## config.mk

```make
export PLATFORM = sky130hd
export DESIGN_NAME = instr_encoder
export DESIGN_NICKNAME = d
export VERILOG_FILES = /design/src/rtl/enc_pkg.sv /design/src/rtl/instr_pack.sv /design/src/rtl/instr_encoder.sv
export SDC_FILE = /design/constraint.sdc
export NUM_CORES = 1
export LEC_CHECK = 0
export ABC_AREA = 0
export BUFFER_PORTS_ARGS = -buffer_cell sky130_fd_sc_hd__buf_2
export CAP_MARGIN = 20
export CORE_MARGIN = 2
export CORE_UTILIZATION = 49
export CTS_CLUSTER_DIAMETER = 60
export DETAILED_ROUTE_END_ITERATION = 8
export PLACE_DENSITY = 0.76
export SLEW_MARGIN = 15
export SYNTH_ARGS = -nofsm -noshare
export SYNTH_HDL_FRONTEND = slang
export SYNTH_SLANG_ARGS = --single-unit
```

## constraint.sdc

```tcl
create_clock -name clk -period 1.8 [get_ports clk]
set_clock_uncertainty 0.15 [all_clocks]
set_input_delay 0.09 -clock clk [delete_from_list [all_inputs] [get_ports clk]]
set_output_delay 0.09 -clock clk [all_outputs]
set_load 0.02 [all_outputs]
```

## src/rtl/enc_pkg.sv

```systemverilog
// enc_pkg -- shared definitions for the RV32I instruction encoder.
//   enc_op_t    : symbolic operation codes accepted by instr_encoder (0..22, rest illegal)
//   fmt_t       : RISC-V instruction formats
//   OPC_*       : major opcodes, identical to the control unit's decode values
//   NOP_INSTR   : canonical NOP (addi x0,x0,0), emitted for rejected requests
//   decode_op   : op -> format/opcode/funct3/funct7/shift flag/legal flag
//   imm_in_range: immediate range check used when ENC_IMM_CHECK_EN is defined
package enc_pkg;

  typedef enum logic [4:0] {
    OP_ADD   = 5'd0,  OP_SUB   = 5'd1,  OP_SLL  = 5'd2,  OP_XOR  = 5'd3,
    OP_SRL   = 5'd4,  OP_OR    = 5'd5,  OP_AND  = 5'd6,  OP_ADDI = 5'd7,
    OP_SLLI  = 5'd8,  OP_XORI  = 5'd9,  OP_SRLI = 5'd10, OP_ORI  = 5'd11,
    OP_ANDI  = 5'd12, OP_LW    = 5'd13, OP_LBU  = 5'd14, OP_SW   = 5'd15,
    OP_SB    = 5'd16, OP_BEQ   = 5'd17, OP_BNE  = 5'd18, OP_LUI  = 5'd19,
    OP_AUIPC = 5'd20, OP_JAL   = 5'd21, OP_JALR = 5'd22
  } enc_op_t;

  typedef enum logic [2:0] {
    FMT_R = 3'd0, FMT_I = 3'd1, FMT_S = 3'd2, FMT_B = 3'd3, FMT_U = 3'd4, FMT_J = 3'd5
  } fmt_t;

  localparam logic [6:0] OPC_OP     = 7'b0110011;
  localparam logic [6:0] OPC_OP_IMM = 7'b0010011;
  localparam logic [6:0] OPC_LOAD   = 7'b0000011;
  localparam logic [6:0] OPC_STORE  = 7'b0100011;
  localparam logic [6:0] OPC_BRANCH = 7'b1100011;
  localparam logic [6:0] OPC_LUI    = 7'b0110111;
  localparam logic [6:0] OPC_AUIPC  = 7'b0010111;
  localparam logic [6:0] OPC_JAL    = 7'b1101111;
  localparam logic [6:0] OPC_JALR   = 7'b1100111;

  localparam logic [31:0] NOP_INSTR = 32'h00000013;

  typedef struct packed {
    logic       legal;
    logic       shift;   // SLLI/SRLI: I-format with shamt + funct7 in the immediate field
    fmt_t       fmt;
    logic [6:0] opcode;
    logic [2:0] funct3;
    logic [6:0] funct7;
  } op_dec_t;

  function automatic op_dec_t decode_op(input logic [4:0] op);
    op_dec_t d;
    d.legal  = 1'b1;
    d.shift  = (op == OP_SLLI) || (op == OP_SRLI);
    d.fmt    = FMT_I;
    d.opcode = OPC_OP_IMM;
    d.funct3 = 3'b000;
    d.funct7 = (op == OP_SUB) ? 7'b0100000 : 7'b0000000;
    case (op)
      OP_ADD, OP_SUB, OP_SLL, OP_XOR, OP_SRL, OP_OR, OP_AND: begin
        d.fmt = FMT_R; d.opcode = OPC_OP;
      end
      OP_ADDI, OP_SLLI, OP_XORI, OP_SRLI, OP_ORI, OP_ANDI: begin
        d.fmt = FMT_I; d.opcode = OPC_OP_IMM;
      end
      OP_LW, OP_LBU:   begin d.fmt = FMT_I; d.opcode = OPC_LOAD;   end
      OP_SW, OP_SB:    begin d.fmt = FMT_S; d.opcode = OPC_STORE;  end
      OP_BEQ, OP_BNE:  begin d.fmt = FMT_B; d.opcode = OPC_BRANCH; end
      OP_LUI:          begin d.fmt = FMT_U; d.opcode = OPC_LUI;    end
      OP_AUIPC:        begin d.fmt = FMT_U; d.opcode = OPC_AUIPC;  end
      OP_JAL:          begin d.fmt = FMT_J; d.opcode = OPC_JAL;    end
      OP_JALR:         begin d.fmt = FMT_I; d.opcode = OPC_JALR;   end
      default:         d.legal = 1'b0;
    endcase
    case (op)
      OP_SLL, OP_SLLI, OP_BNE:  d.funct3 = 3'b001;
      OP_LW, OP_SW:             d.funct3 = 3'b010;
      OP_XOR, OP_XORI, OP_LBU:  d.funct3 = 3'b100;
      OP_SRL, OP_SRLI:          d.funct3 = 3'b101;
      OP_OR, OP_ORI:            d.funct3 = 3'b110;
      OP_AND, OP_ANDI:          d.funct3 = 3'b111;
      default:                  d.funct3 = 3'b000;
    endcase
    return d;
  endfunction

  // A value fits a signed N-bit field when every bit from N-1 upward is equal.
  function automatic logic imm_in_range(input fmt_t fmt, input logic shift,
                                        input logic [31:0] imm);
    logic ok;
    ok = 1'b1;
    if (shift) begin
      ok = (imm[31:5] == 27'd0);
    end else begin
      case (fmt)
        FMT_I, FMT_S: ok = (&imm[31:11]) || !(|imm[31:11]);
        FMT_B:        ok = ((&imm[31:12]) || !(|imm[31:12])) && !imm[0];
        FMT_J:        ok = ((&imm[31:20]) || !(|imm[31:20])) && !imm[0];
        FMT_U:        ok = (imm[11:0] == 12'd0);
        default:      ok = 1'b1;
      endcase
    end
    return ok;
  endfunction

endpackage

```

## src/rtl/instr_pack.sv

```systemverilog
// instr_pack -- combinational RV32I bit assembly.
//   fmt, opcode, funct3, funct7 : decoded fields
//   rd, rs1, rs2                : register indices
//   imm                         : immediate (B/J drop imm[0], U uses imm[31:12])
//   word                        : packed 32-bit instruction (NOP for unknown format)
module instr_pack
  import enc_pkg::*;
(
  input  fmt_t        fmt,
  input  logic [6:0]  opcode,
  input  logic [2:0]  funct3,
  input  logic [6:0]  funct7,
  input  logic [4:0]  rd,
  input  logic [4:0]  rs1,
  input  logic [4:0]  rs2,
  input  logic [31:0] imm,
  output logic [31:0] word
);

  always_comb begin
    word = NOP_INSTR;
    case (fmt)
      FMT_R: word = {funct7, rs2, rs1, funct3, rd, opcode};
      FMT_I: word = {imm[11:0], rs1, funct3, rd, opcode};
      FMT_S: word = {imm[11:5], rs2, rs1, funct3, imm[4:0], opcode};
      FMT_B: word = {imm[12], imm[10:5], rs2, rs1, funct3, imm[4:1], imm[11], opcode};
      FMT_U: word = {imm[31:12], rd, opcode};
      FMT_J: word = {imm[20], imm[10:1], imm[11], imm[19:12], rd, opcode};
      default: word = NOP_INSTR;
    endcase
  end

endmodule

```

## src/rtl/instr_encoder.sv

```systemverilog
// instr_encoder -- two-stage pipelined RV32I instruction encoder.
//   S1 registers operands and the decoded op; S2 packs the word into the output register.
//   in_valid/in_ready, in_op/in_rd/in_rs1/in_rs2/in_imm : request side
//   out_valid/out_ready, out_instr, out_err            : word side (registered)
//   emit_cnt (wraps), err_cnt (saturates)               : count output handshakes
// Build option: define ENC_IMM_CHECK_EN to reject out-of-range immediates
// (word becomes NOP with out_err=1); otherwise immediates are truncated to their field.
module instr_encoder
  import enc_pkg::*;
#(
  parameter int CNT_W = 16
) (
  input  logic             clk,
  input  logic             rst,
  input  logic             in_valid,
  output logic             in_ready,
  input  logic [4:0]       in_op,
  input  logic [4:0]       in_rd,
  input  logic [4:0]       in_rs1,
  input  logic [4:0]       in_rs2,
  input  logic [31:0]      in_imm,
  output logic             out_valid,
  input  logic             out_ready,
  output logic [31:0]      out_instr,
  output logic             out_err,
  output logic [CNT_W-1:0] emit_cnt,
  output logic [CNT_W-1:0] err_cnt
);

  localparam logic [CNT_W-1:0] CNT_ONE = {{(CNT_W-1){1'b0}}, 1'b1};
  localparam logic [CNT_W-1:0] CNT_MAX = {CNT_W{1'b1}};

  // S1 state
  logic        s1_valid_reg;
  logic        s1_err_reg;
  logic        s1_shift_reg;
  fmt_t        s1_fmt_reg;
  logic [6:0]  s1_opcode_reg;
  logic [2:0]  s1_funct3_reg;
  logic [6:0]  s1_funct7_reg;
  logic [4:0]  s1_rd_reg;
  logic [4:0]  s1_rs1_reg;
  logic [4:0]  s1_rs2_reg;
  logic [31:0] s1_imm_reg;

  // S2 / output state
  logic             out_valid_reg;
  logic [31:0]      out_instr_reg;
  logic             out_err_reg;
  logic [CNT_W-1:0] emit_cnt_reg;
  logic [CNT_W-1:0] err_cnt_reg;

  op_dec_t     in_dec;
  logic        in_err;
  logic        s1_load;
  logic        s2_load;
  logic        out_fire;
  logic [31:0] pack_imm;
  logic [31:0] pack_word;

  always_comb begin
    in_dec = decode_op(in_op);
`ifdef ENC_IMM_CHECK_EN
    in_err = !in_dec.legal || !imm_in_range(in_dec.fmt, in_dec.shift, in_imm);
`else
    in_err = !in_dec.legal;
`endif
  end

  // S1 hands its word to the output register when that register is empty or
  // being drained this cycle; in_ready follows so the pipeline never bubbles.
  assign out_fire = out_valid_reg && out_ready;
  assign s2_load  = s1_valid_reg && (!out_valid_reg || out_ready);
  assign in_ready = !s1_valid_reg || s2_load;
  assign s1_load  = in_valid && in_ready;

  // Shifts reuse the I layout: shamt in imm[4:0], funct7 in imm[11:5].
  assign pack_imm = s1_shift_reg ? {20'd0, s1_funct7_reg, s1_imm_reg[4:0]} : s1_imm_reg;

  instr_pack u_pack (
    .fmt    (s1_fmt_reg),
    .opcode (s1_opcode_reg),
    .funct3 (s1_funct3_reg),
    .funct7 (s1_funct7_reg),
    .rd     (s1_rd_reg),
    .rs1    (s1_rs1_reg),
    .rs2    (s1_rs2_reg),
    .imm    (pack_imm),
    .word   (pack_word)
  );

  always_ff @(posedge clk) begin
    if (rst) begin
      s1_valid_reg  <= 1'b0;
      s1_err_reg    <= 1'b0;
      s1_shift_reg  <= 1'b0;
      s1_fmt_reg    <= FMT_I;
      s1_opcode_reg <= 7'd0;
      s1_funct3_reg <= 3'd0;
      s1_funct7_reg <= 7'd0;
      s1_rd_reg     <= 5'd0;
      s1_rs1_reg    <= 5'd0;
      s1_rs2_reg    <= 5'd0;
      s1_imm_reg    <= 32'd0;
      out_valid_reg <= 1'b0;
      out_instr_reg <= 32'd0;
      out_err_reg   <= 1'b0;
      emit_cnt_reg  <= '0;
      err_cnt_reg   <= '0;
    end else begin
      if (s1_load) begin
        s1_valid_reg  <= 1'b1;
        s1_err_reg    <= in_err;
        s1_shift_reg  <= in_dec.shift;
        s1_fmt_reg    <= in_dec.fmt;
        s1_opcode_reg <= in_dec.opcode;
        s1_funct3_reg <= in_dec.funct3;
        s1_funct7_reg <= in_dec.funct7;
        s1_rd_reg     <= in_rd;
        s1_rs1_reg    <= in_rs1;
        s1_rs2_reg    <= in_rs2;
        s1_imm_reg    <= in_imm;
      end else if (s2_load) begin
        s1_valid_reg  <= 1'b0;
      end

      if (s2_load) begin
        out_valid_reg <= 1'b1;
        out_instr_reg <= s1_err_reg ? NOP_INSTR : pack_word;
        out_err_reg   <= s1_err_reg;
      end else if (out_fire) begin
        out_valid_reg <= 1'b0;
      end

      if (out_fire) begin
        emit_cnt_reg <= emit_cnt_reg + CNT_ONE;
        if (out_err_reg && (err_cnt_reg != CNT_MAX)) begin
          err_cnt_reg <= err_cnt_reg + CNT_ONE;
        end
      end
    end
  end

  assign out_valid = out_valid_reg;
  assign out_instr = out_instr_reg;
  assign out_err   = out_err_reg;
  assign emit_cnt  = emit_cnt_reg;
  assign err_cnt   = err_cnt_reg;

endmodule
```

==> run_results.csv, run 1 <==
group,metric,value,unit
outcome,run_status,"complete, no violations",
synthesis,synthFlopType,"sky130_fd_sc_hd__dfxtp_1",
routing,routed_wl,16680,um
synthesis,synth_async_sr_flop_share,0,
routing,routed-wl-met2,8272,um
floorplanning,die-area,12540,um^2
clocking,clk_transition_reported_paths,50,ps
routing,drtAntennaViolNets,0,
routing,vias,5892,
placed_design,io_buffer_count,122,
synthesis,synthesis.yosys.warnings,0,
routing,drt_pre_antenna_iters,5,
power,power.density_cell_area,920.9,nW/um^2
critical_path,timing.critical_path.arrival,1920,ps
min_path,worstHoldStart,"in_op[0]",
critical_path,rrSetupSlack,70,ps
clocking,clock-root-buffer,"sky130_fd_sc_hd__clkbuf_16",
final_layout,largest_register_ff_count,32,
floorplanning,starting_density_of_the_core,0.5003,
synthesis,yosysTopAreaCellShare,0.4485,
synthesis,synthTopCellsByArea,"sky130_fd_sc_hd__dfxtp_1 (45%), sky130_fd_sc_hd__nand2_1 (8.8%), sky130_fd_sc_hd__a21oi_1 (6.9%)",
synthesis,yosysSeqAreaShare,0.4485,
floorplanning,die_x,112.0,um
timing,worst_hold_slack,107.1,ps
synthesis,synth.net_count,753,
timing,setup_slack,35.16,ps
final_layout,antenna_cells,0,
timing,report.final.setup_viol,0,
placed_design,place_area,6703,um^2
final_layout,post-route-util,0.7023,
timing,final.min_clock_period,1765,ps
timing,tightestPinTransition,476.2,ps
critical_path,path_class,"in2reg",
synthesis,synth_top_area_cell,"sky130_fd_sc_hd__dfxtp_1",
power,power.static_leakage,3.377,nW
timing,max_clock_freq,566.6,MHz
routing,route.detailed.drc,0,
grt,grt_antenna_before_repair,0,
final_layout,finish.cell_count_without_fillers,1041,
clocking,tritoncts,"built",
timing,setup_repair_after_global_routing_missed_its_margin,"false",
placed_design,dp.final_hpwl,11000,um
routing,met1_length,6871,um
clocking,insertion_delay,420,ps
final_layout,final_design_area_no_fill,8019,um^2
routing,viasPerCell,5.660,
critical_path,critical_path_peak_fanout,8,
final_layout,finalNetCount,950,
grt,global_route_wire_length_before_repair,27120,um
clocking,numCtsBuffers,17,
synthesis,gate_count_of_the_mapped_netlist,689,
grt,overall_global_routing_usage,0.2680,
placed_design,place_inst,948,
clocking,clock_sink_count,128,
timing,finalHoldViolCount,0,
synthesis,post_synth_edffs,0,
clocking,cts_htree_levels,4,
synthesis,yosysUniqueCellTypes,62,
floorplanning,core_region_area,11420,um^2
final_layout,drive_above_1_share,0.2773,
timing,timing.max_slew.rel_slack,0.6822,
final_layout,mostFrequentLayoutCell,"sky130_fd_sc_hd__nand2_1",
synthesis,ys_ff_latch,128,
floorplanning,io-pin-count,123,
clocking,clock_tree.buffer_depth,2,
placed_design,post-place-ws,-44.14,ps
grt,globalRoute.totalOverflow,0,
job,maxCapViolCount,0,
routing,maxUsedRoutingLayer,"met4",
critical_path,worstSetupStartpoint,"out_ready",
final_layout,final_cell_mix,"sky130_fd_sc_hd__nand2_1 (133), sky130_fd_sc_hd__buf_2 (121), sky130_fd_sc_hd__dfxtp_1 (109)",
power,ir_drop,0.7676,mV
routing,met3WireLength,1099,um
timing,drv_slew,0,
grt,grt_pass1_vias,5754,
timing,final_worst_path_cycle_share,0.9805,
final_layout,synthToLayoutAreaGrowth,40.36,%
synthesis,synthesis.area,5713,um^2
floorplanning,dieHeight,112.0,um
routing,initialDrtViolationCount,585,
placed_design,finalWeightedCongestion,0.9130,
floorplanning,rows,39,
critical_path,worst_setup_path_end_kind,"flip-flop",
critical_path,worst_ep_required_time,1950,ps
min_path,worst_hold_path_type,"in2reg",
critical_path,start_kind,"input port",
critical_path,worstReg2RegStart,"err_cnt[6]",
grt,grt_max_degree,95,
synthesis,syn_area_per_cell,8.292,um^2
routing,avgRoutedWirePerCell,16.02,um
-- report_power, final --
group          switching [W]  internal (W)  total, W
Clock                0.00117       0.00249   0.00366
Sequential         0.0000723       0.00293   0.00301
Combinational       0.000387      0.000330  0.000718
Total                0.00163       0.00576   0.00738
-- layer usage --
layer / track usage / vias up
met5: 0 / -
met4: 0.1049 / 0
met3: 0.06859 / 38
met2: 0.4634 / 224
met1: 0.3200 / 2798
li1: - / 2832
-- timing repair --
action | in CTS | in global routing
pin swaps | 1 | 7
endpoints found under the hold margin | 57 | 0
hold buffers | 54 | 0
gates resized for setup | 5 | 12
endpoints found under the setup margin | 5 | 61
buffers inserted | 1 | 6
cloned | 0 | 1
-- final timing paths --
check,to,cells after the start
setup reg to reg,err_cnt[0],4
setup / recovery,s1_fmt_reg[0],6
hold reg to reg,out_instr[27],2
hold / removal,s1_funct3_reg[2],4
-- layout make-up --
| type | count | area (um^2) |
|---|---|---|
| Multi-Input combinational cell | 498 | 3004 |
| Clock buffer | 26 | 509.2 |
| Inverter | 19 | 71.32 |
| Clock inverter | 5 | 125.1 |
| Fill cell | 857 | 3400 |
| Sequential cell | 128 | 2594 |
| Tap cell | 143 | 178.9 |
| Timing Repair Buffer | 222 | 1536 |
-- cell families (layout without fill, tap and decap cells) --
| kind of cell | after synthesis | count (layout) | share of synthesized area |
|---|---|---|---|
| adder cells (fa/ha/maj) | 8 | 8 | 0.01752 |
| XOR/XNOR | 11 | 11 | 0.01686 |
| buffers and inverters | 64 | 272 | 0.04621 |
| flip-flops | 128 | 128 | 0.4485 |
| AND/OR/NAND/NOR | 294 | 295 | 0.2505 |
| AO/OA/AOI/OAI | 170 | 170 | 0.1916 |
| multiplexers | 14 | 14 | 0.02869 |
-- stage by stage --
step                      setup TNS, ps  power (W)
after global routing                  0   0.007645
after global placement                0   0.003639
final                                 0   0.007385
after CTS                             0   0.007405
after floorplan                  -52.12   0.003429
after detailed placement         -81.31   0.003663
-- Yosys cell counts, types with 5 or more instances --
| cell | n |
|---|---|
| sky130_fd_sc_hd__dfxtp_1 | 128 |
| sky130_fd_sc_hd__a211o_1 | 6 |
| sky130_fd_sc_hd__inv_1 | 18 |
| sky130_fd_sc_hd__clkbuf_1 | 24 |
| sky130_fd_sc_hd__nand3b_1 | 7 |
| sky130_fd_sc_hd__ha_1 | 8 |
| sky130_fd_sc_hd__nand2_1 | 134 |
| sky130_fd_sc_hd__a21oi_1 | 79 |
| sky130_fd_sc_hd__and3_1 | 5 |
| sky130_fd_sc_hd__nand4_1 | 12 |
| sky130_fd_sc_hd__xor2_1 | 5 |
| sky130_fd_sc_hd__o21ai_0 | 17 |
| sky130_fd_sc_hd__xnor2_1 | 6 |
| sky130_fd_sc_hd__nor3b_1 | 8 |
| sky130_fd_sc_hd__and4_1 | 5 |
| sky130_fd_sc_hd__nor2b_1 | 12 |
| sky130_fd_sc_hd__nand3_1 | 12 |
| sky130_fd_sc_hd__nand2b_1 | 8 |
| sky130_fd_sc_hd__nor3_1 | 11 |
| sky130_fd_sc_hd__a22oi_1 | 16 |
| sky130_fd_sc_hd__buf_2 | 10 |
| sky130_fd_sc_hd__nor2_1 | 54 |
| sky130_fd_sc_hd__buf_1 | 9 |
| sky130_fd_sc_hd__mux2_2 | 9 |
| sky130_fd_sc_hd__a22o_1 | 11 |
-- critical path: stages --
cell	delay, ps
sky130_fd_sc_hd__dlygate4sd3_1	520
sky130_fd_sc_hd__buf_2	190
sky130_fd_sc_hd__and2b_1	250
sky130_fd_sc_hd__a21oi_4	250
sky130_fd_sc_hd__mux2_2	360
sky130_fd_sc_hd__a211o_1	260
Note: power is estimated with default switching activity, not from simulation.
==> run 2, diff against run 1 <==
Settings changed: CORE_UTILIZATION 49 to 50, PLACE_DENSITY 0.76 to 0.77, SKIP_CTS_REPAIR_TIMING set to 1, SYNTH_HIERARCHICAL set to 1.
==> run_results.csv, run 2 <==
group,metric,value,unit
synthesis,ys_ff_latch,129,
final_layout,antenna_cells,0,
timing,setup_repair_after_global_routing_missed_its_margin,"true",
final_layout,post-route-util,0.7007,
timing,drv_slew,0,
placed_design,finalWeightedCongestion,0.9206,
outcome,failed_checks,"negative hold slack, negative setup slack",
final_layout,final_cell_mix,"sky130_fd_sc_hd__nand2_1 (130), sky130_fd_sc_hd__buf_2 (121), sky130_fd_sc_hd__dfxtp_1 (110)",
final_layout,mostFrequentLayoutCell,"sky130_fd_sc_hd__nand2_1",
grt,grt_antenna_before_repair,0,
critical_path,crit_chain,"buf_4 > buf_4 > mux2i_1 > mux2i_1 > a22o_1 > nor3b_1 > a21oi_1 > nor2_1",
clocking,numCtsBuffers,17,
clocking,tritoncts,"built",
synthesis,yosysSeqAreaShare,0.4281,
synthesis,synthFlopType,"sky130_fd_sc_hd__dfxtp_1",
synthesis,muxShareOfSynthArea,0.02199,
placed_design,io_buffer_count,122,
synthesis,gate_count_of_the_mapped_netlist,769,
timing,max_clock_freq,547.0,MHz
routing,routed_wl,17530,um
grt,overall_global_routing_usage,0.2439,
timing,setup_slack,-28.25,ps
job,maxCapViolCount,0,
synthesis,synth_commonest_cells,"sky130_fd_sc_hd__nand2_1 (133), sky130_fd_sc_hd__dfxtp_1 (129), sky130_fd_sc_hd__a21oi_1 (99)",
outcome,run_status,"finished with violations",
synthesis,synth_top_area_cell,"sky130_fd_sc_hd__dfxtp_1",
grt,global_route_wire_length_before_repair,25270,um
synthesis,synthesis.area,6032,um^2
grt,grt_pass1_vias,5227,
placed_design,dp.final_hpwl,10850,um
routing,vias,6209,
synthesis,synth_async_sr_flop_share,0,
synthesis,synthTopCellsByArea,"sky130_fd_sc_hd__dfxtp_1 (43%), sky130_fd_sc_hd__nand2_1 (8.3%), sky130_fd_sc_hd__a21oi_1 (8.2%)",
critical_path,worst_path_largest_cell_delay,340,ps
synthesis,yosys.area_share.xor_xnor,0.03049,
synthesis,synth_simple_gate_area_share,0.2860,
clocking,insertion_delay,420,ps
power,ir_drop,0.5848,mV
synthesis,yosysUniqueCellTypes,58,
floorplanning,die_x,113.8,um
critical_path,start_kind,"flip-flop",
power,fin_total_pwr,0.007474,W
routing,drt_pre_antenna_iters,6,
routing,route.detailed.drc,0,
routing,initialDrtViolationCount,770,
min_path,worst_hold_path_type,"in2reg",
clocking,clock_sink_count,129,
critical_path,critical_path_peak_fanout,5,
clocking,clock-root-buffer,"sky130_fd_sc_hd__clkbuf_16",
power,power.density_cell_area,895.4,nW/um^2
synthesis,synth_compound_area_frac,0.1682,
synthesis,syn_area_per_cell,7.844,um^2
synthesis,synth_fa_ha_area_frac,0.01659,
synthesis,yosys.cell_count.top_type,"sky130_fd_sc_hd__nand2_1",
final_layout,drive_above_1_share,0.2531,
final_layout,synthToLayoutAreaGrowth,38.37,%
routing,viasPerCell,5.529,
floorplanning,rows,40,
routing,drtAntennaViolNets,0,
timing,final.min_clock_period,1828,ps
synthesis,post_synth_edffs,0,
grt,grt_max_degree,62,
clocking,cts_htree_levels,4,
critical_path,critPathSlowestCell,"sky130_fd_sc_hd__dfxtp_2",
timing,final_worst_path_cycle_share,1.016,
synthesis,synth_top_family_by_area,"simple AND/OR/NAND/NOR gates",
critical_path,timing.critical_path.arrival,2030,ps
final_layout,finalNetCount,1027,
floorplanning,io-pin-count,123,
floorplanning,die-area,12960,um^2
critical_path,path_class,"reg2reg",
routing,avgRoutedWirePerCell,15.61,um
critical_path,worst_setup_path_end_kind,"flip-flop",
critical_path,worst_ep_required_time,2000,ps
synthesis,yosysTopAreaCellShare,0.4281,
timing,setup_tns,-28.25,ps
synthesis,synthesis.yosys.warnings,6,
floorplanning,core_region_area,11910,um^2
floorplanning,starting_density_of_the_core,0.5064,
floorplanning,dieHeight,113.8,um
clocking,clk_transition_reported_paths,60,ps
timing,finalHoldViolCount,1,
timing,worst_hold_slack,-0.03036,ps
final_layout,n_fill_cell,925,
power,power.static_leakage,3.535,nW
clocking,clock_tree.buffer_depth,2,
grt,globalRoute.totalOverflow,0,
timing,report.final.setup_viol,1,
-- run 2: changes by cell type after synthesis, moves of 9 or more --
cell and delta:
sky130_fd_sc_hd__nor2_1 +22, sky130_fd_sc_hd__nor2b_1 +20, sky130_fd_sc_hd__o21ai_1 +9, sky130_fd_sc_hd__nor3b_1 +22, sky130_fd_sc_hd__a21oi_1 +20, sky130_fd_sc_hd__clkbuf_1 +20
-- run 2: cells by family (layout without fill, tap and decap cells) --
kind of cell / Yosys count / after routing
compound gates: 174 / 174
simple gates: 353 / 353
other cells: 1 / 6
xor+xnor: 21 / 21
mux: 11 / 11
fa+ha+maj: 8 / 8
buf+inv: 72 / 274
flops: 129 / 129
-- run 2: area by class of cell --
class | instances | area (um^2) | area share
multi-input cells | 573 | 3261 | 0.3906
clock buffers | 19 | 442.9 | 0.05307
inverters | 17 | 63.81 | 0.007645
clock inverters | 13 | 183.9 | 0.02204
well taps | 147 | 183.9 | 0.02204
flip-flops and latches | 129 | 2626 | 0.3146
repair buffers | 225 | 1585 | 0.1899
-- run 2: per-stage QoR --
stage	std cells	instance area, um^2	setup WS (ps)
global placement	1036	7082	41.68
detailed placement	1036	7082	-3.563
finish	1123	8347	-28.25
floorplan	774	6095	-26.21
CTS	1068	7709	-10.97
global route	1123	8347	-91.84
-- run 2: worst max-delay path: cells and delay by family (launching register included) --
family | cells | cell delay (ps)
mux | 2 | 420
flops | 1 | 340
simple gates | 2 | 310
buf+inv | 2 | 280
compound gates | 2 | 270
-- run 2: path summary, 6_finish.rpt --
kind	startpoint	end	slack [ps]	depth (start not counted)
min reg2reg	s1_imm_reg[18]	s1_imm_reg[18]	300	2
max	s1_fmt_reg[0]	out_instr[20]	-30	8
min	in_op[4]	s1_funct3_reg[1]	-0.03	3
max reg2reg	s1_fmt_reg[0]	out_instr[20]	-30	8
-- run 2: routing by layer --
layer,wire (um),vias up,track usage,share of wire
met1,7856,2826,0.3550,0.45
met5,0,-,0,0
met4,409,0,0.06667,0.023
met2,7774,314,0.3653,0.44
met3,1487,49,0.05420,0.085
li1,-,3020,-,-
-- run 2: where the power goes --
part | internal, W | switching, W | leakage [nW]
clock | 0.00235 | 0.00128 | 0.296
sequential | 0.00295 | 0.0000668 | 1.06
combinational | 0.000370 | 0.000457 | 2.18
==> run 3, diff against run 2 <==
Settings changed: BUFFER_PORTS_ARGS -buffer_cell sky130_fd_sc_hd__buf_2 to -buffer_cell sky130_fd_sc_hd__clkbuf_2.
==> run_results.csv, run 3 (synthesis results as in run 2) <==
group,metric,value,unit
final_layout,finish.cell_count_without_fillers,1119,
min_path,worst_hold_path_type,"in2reg",
clocking,numCtsBuffers,17,
grt,globalRoute.totalOverflow,0,
floorplanning,core_region_area,11910,um^2
power,ir_drop,0.6475,mV
placed_design,io_buffer_count,122,
floorplanning,starting_density_of_the_core,0.5064,
min_path,min_delay_path_depth,4,
critical_path,worst_path_largest_cell_delay,370,ps
critical_path,rrSetupSlack,2,ps
critical_path,worstReg2RegStart,"err_cnt[3]",
final_layout,n_fill_cell,939,
clocking,tritoncts,"built",
timing,setup_tns,0,ps
job,maxCapViolCount,0,
timing,report.final.setup_viol,0,
final_layout,final_cell_mix,"sky130_fd_sc_hd__nand2_1 (131), sky130_fd_sc_hd__clkbuf_2 (121), sky130_fd_sc_hd__dfxtp_1 (111)",
clocking,insertion_delay,420,ps
grt,grt_antenna_before_repair,0,
floorplanning,io-pin-count,123,
final_layout,drive_above_1_share,0.2562,
clocking,clk_transition_reported_paths,60,ps
routing,drtAntennaViolNets,0,
critical_path,start_kind,"flip-flop",
floorplanning,die_x,113.8,um
critical_path,critical_path_peak_fanout,5,
placed_design,dp.final_hpwl,10930,um
timing,tightestPinTransition,534.0,ps
grt,grt_max_degree,54,
critical_path,crit_chain,"and4_4 > nand4_1 > nor3_4 > nand4_1 > mux2_1",
grt,grt_pass1_vias,5213,
clocking,clock-root-buffer,"sky130_fd_sc_hd__clkbuf_16",
floorplanning,dieHeight,113.8,um
critical_path,timing.reg2reg.worst_path_depth,5,
routing,avgRoutedWirePerCell,15.03,um
timing,setup_repair_after_global_routing_missed_its_margin,"true",
critical_path,worst-path-buf-inv,0,
floorplanning,rows,40,
routing,drt_pre_antenna_iters,7,
clocking,clock_tree.buffer_depth,2,
timing,max_clock_freq,556.2,MHz
clocking,clock_sink_count,129,
placed_design,finalWeightedCongestion,0.8936,
grt,grt.met3_usage,0.06111,
placed_design,place_inst,1039,
critical_path,worst_ep_required_time,1960,ps
timing,final.min_clock_period,1798,ps
routing,routed_wl,16820,um
final_layout,ff_latch_area,2620,um^2
routing,route.detailed.drc,0,
final_layout,finalNetCount,1026,
timing,final_worst_path_cycle_share,0.9988,
min_path,whs_endpoint,"s1_opcode_reg[5]",
grt,busiest_layer,"met1",
final_layout,mostFrequentLayoutCell,"sky130_fd_sc_hd__nand2_1",
routing,viasPerCell,5.357,
critical_path,worst_setup_path_end_kind,"flip-flop",
outcome,run_status,"complete, no violations",
grt,grt.met1_usage,0.3615,
timing,finalHoldViolCount,0,
critical_path,timing.critical_path.arrival,1950,ps
grt,overall_global_routing_usage,0.2489,
critical_path,timing.critical_path.max_delay_family,"simple AND/OR/NAND/NOR gates",
routing,initialDrtViolationCount,582,
final_layout,antenna_cells,0,
routing,vias,5994,
critical_path,critPathSlowestCell,"sky130_fd_sc_hd__dfxtp_2",
critical_path,regToRegEndpoint,"err_cnt[15]",
power,fin_total_pwr,0.007144,W
critical_path,path_class,"reg2reg",
critical_path,cp_most_frequent_cell,"sky130_fd_sc_hd__nand4_1",
floorplanning,die-area,12960,um^2
min_path,worstHoldStart,"in_op[3]",
power,power.density_cell_area,862.1,nW/um^2
timing,worst_hold_slack,13.67,ps
grt,global_route_wire_length_before_repair,25530,um
final_layout,synthToLayoutAreaGrowth,37.38,%
timing,drv_slew,0,
power,power.static_leakage,3.467,nW
clocking,cts_htree_levels,4,
final_layout,multi_input_comb_area,3276,um^2
grt,grt_use_met2,0.3557,
timing,timing.max_slew.rel_slack,0.6435,
## run 3: cell type report
| type | instances | share of cell area |
|---|---|---|
| clock inverter | 5 | 0.006040 |
| inverter | 17 | 0.007700 |
| tap | 147 | 0.02220 |
| clock buffer | 24 | 0.06311 |
| sequential | 129 | 0.3162 |
| multi-input combinational | 573 | 0.3953 |
| timing repair buffer | 224 | 0.1895 |
## run 3: where the power goes
part           switching [W]  internal [W]
Combinational       0.000431      0.000369
Clock                0.00119       0.00213
Sequential         0.0000741       0.00295
Total                0.00169       0.00545
## run 3: per-layer routing
| layer | wire length (um) | vias to the layer above |
|---|---|---|
| li1 | - | 3020 |
| met2 | 7657 | 214 |
| met1 | 7772 | 2734 |
| met4 | 291 | 0 |
| met3 | 1094 | 26 |
| met5 | 0 | - |
## run 3: worst max-delay path by stage
stage	startpoint	end	slack (ps)	depth (start not counted)
2_1_floorplan	err_cnt[1]	err_cnt[1]	-30	6
3_3_place_gp	s1_fmt_reg[0]	out_instr[29]	8	6
3_5_place_dp	s1_fmt_reg[0]	out_instr[29]	-20	6
4_1_cts	s1_fmt_reg[0]	out_instr[29]	-60	6
5_1_grt	err_cnt[3]	err_cnt[15]	-90	5
6_report	err_cnt[3]	err_cnt[15]	2	5
## run 3: tightest hold or removal path: stages
cell and delay, ps:
sky130_fd_sc_hd__clkbuf_2 170, sky130_fd_sc_hd__o211ai_1 140, sky130_fd_sc_hd__o21ai_0 80, sky130_fd_sc_hd__nor2_1 40
## run 3: through the flow
stage	area, um^2	util	setup WS, ps
CTS	7677	0.6445	-62.04
floorplan	6095	-	-26.21
global route	8287	0.6957	-85.27
global placement	7104	0.5964	7.577
detailed placement	7104	0.5964	-24.29
finish	8287	0.6957	2.129
